===== config.mk =====
export PLATFORM = sky130hd
export DESIGN_NAME = ext_stage
export DESIGN_NICKNAME = d
export VERILOG_FILES = /design/src/rtl/ext_stage.sv
export SDC_FILE = /design/constraint.sdc
export NUM_CORES = 1
export LEC_CHECK = 0
export ABC_AREA = 1
export CORE_ASPECT_RATIO = 2
export CORE_MARGIN = 2
export CORE_UTILIZATION = 50
export CTS_BUF_LIST = sky130_fd_sc_hd__clkbuf_8
export DETAILED_ROUTE_END_ITERATION = 8
export HOLD_SLACK_MARGIN = 0.15
export PLACE_DENSITY = 0.88
export SYNTH_ARGS = -nofsm -noshare
export SYNTH_HDL_FRONTEND = slang
export SYNTH_SLANG_ARGS = --single-unit

===== constraint.sdc =====
create_clock -name clk -period 4.25 [get_ports clk]
set_input_delay 0.85 -clock clk [delete_from_list [all_inputs] [get_ports clk]]
set_output_delay 0.85 -clock clk [all_outputs]
set_load 0.03 [all_outputs]

===== src/rtl/ext_stage.sv =====
// Immediate / load-data extender with a 2-entry ordered skid buffer.
// Results are computed when a request is accepted; the consumer only ever sees registered state.
module ext_stage #(
    parameter int IN_W  = 16,
    parameter int OUT_W = 32,
    parameter int TAG_W = 5,
    localparam int OFF_W = $clog2(OUT_W / 8)
) (
    input  logic             clk,
    input  logic             reset,
    input  logic             flush,
    input  logic             in_valid,
    output logic             in_ready,
    input  logic [3:0]       in_op,
    input  logic [IN_W-1:0]  in_imm,
    input  logic [OUT_W-1:0] in_word,
    input  logic [OFF_W-1:0] in_off,
    input  logic [TAG_W-1:0] in_tag,
    output logic             out_valid,
    input  logic             out_ready,
    output logic [OUT_W-1:0] out_data,
    output logic [TAG_W-1:0] out_tag,
    output logic             out_err,
    output logic [1:0]       out_count
);

    typedef enum logic [3:0] {
        OP_SEXT = 4'd0,
        OP_ZEXT = 4'd1,
        OP_HI0  = 4'd2,
        OP_HI1  = 4'd3,
        OP_LB   = 4'd4,
        OP_LBU  = 4'd5,
        OP_LH   = 4'd6,
        OP_LHU  = 4'd7,
        OP_LW   = 4'd8
    } op_e;

    typedef struct packed {
        logic [OUT_W-1:0] data;
        logic [TAG_W-1:0] tag;
        logic             err;
    } entry_t;

    // Shift for the upper-immediate forms; both collapse to zero when IN_W == OUT_W.
    localparam int               HI_SH    = OUT_W - IN_W;
    localparam logic [OUT_W-1:0] LOW_ONES = {OUT_W{1'b1}} >> IN_W;

    entry_t      mem [2];
    entry_t      hold_q;
    entry_t      head;
    entry_t      new_entry;
    logic        wr_ptr;
    logic        rd_ptr;
    logic [1:0]  count;
    logic        push;
    logic        pop;

    logic [OUT_W-1:0] lane;
    logic [7:0]       lane_b;
    logic [15:0]      lane_h;

    assign in_ready  = (count != 2'd2);
    assign out_valid = (count != 2'd0);
    assign out_count = count;
    assign push      = in_valid & in_ready;
    assign pop       = out_valid & out_ready;

    // Little-endian lane select: byte offset 0 is bits [7:0].
    assign lane   = in_word >> {in_off, 3'b000};
    assign lane_b = lane[7:0];
    assign lane_h = lane[15:0];

    // NOTE: every field gets a default first so no path through the case leaves a latch.
    always_comb begin
        new_entry      = '0;
        new_entry.tag  = in_tag;
        unique case (in_op)
            OP_SEXT: new_entry.data = OUT_W'($signed(in_imm));
            OP_ZEXT: new_entry.data = OUT_W'(in_imm);
            OP_HI0:  new_entry.data = OUT_W'(in_imm) << HI_SH;
            OP_HI1:  new_entry.data = (OUT_W'(in_imm) << HI_SH) | LOW_ONES;
            OP_LB:   new_entry.data = OUT_W'($signed(lane_b));
            OP_LBU:  new_entry.data = OUT_W'(lane_b);
            OP_LH: begin
                if (in_off[0]) new_entry.err  = 1'b1;
                else           new_entry.data = OUT_W'($signed(lane_h));
            end
            OP_LHU: begin
                if (in_off[0]) new_entry.err  = 1'b1;
                else           new_entry.data = OUT_W'(lane_h);
            end
            OP_LW:   new_entry.data = in_word;
            default: new_entry.err  = 1'b1;
        endcase
    end

    // When empty, outputs show the last head that was presented (zero after reset).
    assign head     = out_valid ? mem[rd_ptr] : hold_q;
    assign out_data = head.data;
    assign out_tag  = head.tag;
    assign out_err  = head.err;

    // NOTE: non-blocking assignments so every register samples pre-edge values together.
    always_ff @(posedge clk or negedge reset) begin
        if (!reset) begin
            count  <= 2'd0;
            wr_ptr <= 1'b0;
            rd_ptr <= 1'b0;
            hold_q <= '0;
        end else begin
            if (out_valid) hold_q <= mem[rd_ptr];
            if (flush) begin
                count  <= 2'd0;
                wr_ptr <= 1'b0;
                rd_ptr <= 1'b0;
            end else begin
                if (push) wr_ptr <= ~wr_ptr;
                if (pop)  rd_ptr <= ~rd_ptr;
                unique case ({push, pop})
                    2'b10:   count <= count + 2'd1;
                    2'b01:   count <= count - 2'd1;
                    default: count <= count;
                endcase
            end
        end
    end

    // NOTE: storage needs no reset; an entry is only ever read after it has been written.
    always_ff @(posedge clk) begin
        if (push && !flush) mem[wr_ptr] <= new_entry;
    end

endmodule


==> impl_results.md <==
* Slew Viols, Final at 0
* Core area at 10540 um^2
* Routed Antenna Nets at 0
* Layout fillers at 806
* Beginning of the worst hold path: mem[0][10]
* Hold Buf Count CTS at 0
* Via density at 5.595
* Max Cap Viol at 0
* Clock buffer count from CTS at 17
* Crit path max fanout at 39
* Post-synth design cell area at 5418 um^2
* PwrDens at 634.8 nW/um^2
* Post-Syn Nets at 649
* Max Clock Freq at 253.4 MHz
* Cells after synthesis at 585
* WP data arrival at 3100 ps
* Worst-margin pin slew at 1257 ps
* Tmin final at 3947 ps
* Avg Cell Area, Syn at 9.261 um^2
* Hold Crit Class: reg2reg
* Critical-path cell list: nor2_2 -> inv_1 -> nor2_1 -> a21oi_1 -> clkdlybuf4s50_1
* Fin crit share at 92.86%
* Routed vias at 4689
* #FFs+latches synth at 118
* Nets at 752
* Crit path kind: reg2out
* Clk sink count at 118
* Remaining routing DRC violations at 0
* Asr flop ratio synth at 35.59%
* Postcts setup bufs at 0
* Reg2reg end: mem[0][33]
* Setup TNS at 0 ps
* I/O pin cnt at 106
* Reg2reg path depth at 7
* H-Tree Depth at 4
* CTS clk-pin slew, worst paths at 70 ps
* Critical path's slowest cell: inv_1
* Layout cell share with drive strength beyond 1 at 7.561%
* Buffers & Inverters on Critical Path at 2
* Synth-to-Final Area Change at 28.91%
* Leading post-synthesis cells by cell area: edfxtp_1, dfrtp_1, a21oi_1
* Drt wl/cell at 18.06 um
* Post-synth EDFFs at 76
* Worst rel slew slack at 16.13%
* Outcome: finished, final reports clean
* Worst-Skew Late Latency at 440 ps
* DRT Pass-1 Iters at 8
* Final wirelength at 15.13 mm
* HPWL Detailed at 10.85 mm
* R2r startpoint: out_count[0]
* Resize count post-CTS at 0
* Longest Clk Path Bufs at 2
* Most common cell after layout, fill and taps aside: clkdlybuf4s50_1
* Iteration-0 DRC count of the detailed router at 455
* Placer congestion estimate at 0.9083
* Most frequent cells in the layout: clkdlybuf4s50_1, nand2_1, a21oi_1
* Crit-path leading delay family: buffers and inverters
* Crit path from: out_count[1]
* Vias in the first global route at 4719
* Antenna Cells at 0
* Die H at 151.2 um
* RSZ-0062 raised after global routing: no
* Critical Path Sink: out_data[10]
* DIE AREA at 11730 um^2
* Register area share after synthesis at 61.52%
* CP max stage delay at 900 ps
* Post-synth top area share at 42.12%
* Non-Filler Instances at 838
* VDD IR max at 0.3996 mV
* R2R Setup Slk at 1990 ps
* Post-synth top area cell: edfxtp_1
* GRT Util Overall at 26.96%
* Critical Path RT at 3400 ps
* Number of distinct library cells after synthesis at 24
* CTS tree: done
* Antenna violations before repair at 0
* Fin Clk Skew at 9.482 ps
* Port Buf Inserts at 105
* CP Capture Type: output port
* Largest net degree at the start of global routing at 43
* First-pass GRT wire length at 23.25 mm
* Post-Place Cells at 806
* Initial Util at 51.38%
* Finish-stage setup viols at 0
* Root Buffer: clkbuf_8
* Worst setup SP type: flip-flop
* Primary FF master, synth: edfxtp_1
* GRT Residual Overflow at 0
* CP Depth at 5
* Hold_ws at 534.6 ps
* Yosys warning count at 0
* Final Hold Fails at 0
* Site Rows at 53
* Static leakage at 3.014 nW
* Total design power at 0.004434 W
* Die Wd at 77.61 um
worst min-delay path: cells and delay by family (launching register included):
kind / cells / cell delay, ps
AOI/OAI and AO/OA: 1 / 70
DFF: 1 / 360
and+or+nand+nor: 1 / 70
routing by layer:
layer / wire (um) / track usage, % / vias up
li1: - / - / 2162
met1: 5031 / 26.48 / 2209
met2: 8060 / 47.76 / 253
met3: 842 / 4.470 / 65
met4: 1200 / 23.93 / 0
met5: 0 / 0 / -
stage by stage:
stage	util [%]	area, um^2	worst slack (ps)
floorplan	-	5418	1003
global placement	62.18	6556	854.2
detailed placement	62.18	6556	767.5
CTS	66.24	6984	274.2
global route	66.24	6984	97.82
finish	66.24	6984	303.3
state kept, by name, summed over array words and instances, names as in the netlist:
signal	count
mem	76
rd_ptr	1
out_count	2
hold_q	38
wr_ptr	1
where the power goes:
part | internal, W | switching, W | leakage, nW
Combinational | 0.000639 | 0.00116 | 1.62
Clock | 0.000594 | 0.000491 | 0.206
Sequential | 0.00147 | 0.0000775 | 1.19
Total | 0.00271 | 0.00173 | 3.01
synth_stat cells (2+ instances only):
cell / instances
inv_1: 57
o22ai_1: 2
nor2_4: 3
nor3_1: 16
o21ai_0: 27
buf_2: 8
a21oi_2: 2
nand4_1: 2
dfrtp_1: 42
nand2_1: 103
nand3_1: 41
buf_6: 2
buf_4: 5
clkbuf_1: 13
edfxtp_1: 76
inv_2: 2
a21oi_1: 90
nor2_1: 88
worst min-delay path by stage:
stage                 endpoint  slack [ps]  cells after the start
floorplan               wr_ptr         460                      1
global placement    hold_q[20]         520                      2
detailed placement  hold_q[10]         530                      2
CTS                 hold_q[10]         540                      2
global route            wr_ptr         570                      1
finish              hold_q[10]         530                      2
cells by family (layout without fill, tap and decap cells):
| family | count (synthesis) | in the layout | synth area share [%] |
|---|---|---|---|
| AND/OR/NAND/NOR | 257 | 257 | 19.98 |
| buffers and inverters | 87 | 203 | 6.836 |
| AO/OA/AOI/OAI | 122 | 122 | 11.50 |
| flip-flops | 118 | 118 | 61.52 |
| XOR/XNOR | 1 | 1 | 0.1617 |
area by class of cell:
type	instances	area (um^2)	area share (%)
tap	137	171.4	2.454
clock inverter	15	193.9	2.777
multi-input combinational	380	1732	24.79
clock buffer	17	234.0	3.350
sequential	118	3333	47.72
inverter	59	221.5	3.171
timing repair buffer	112	1099	15.73
Power figures use the tool's default switching activity.
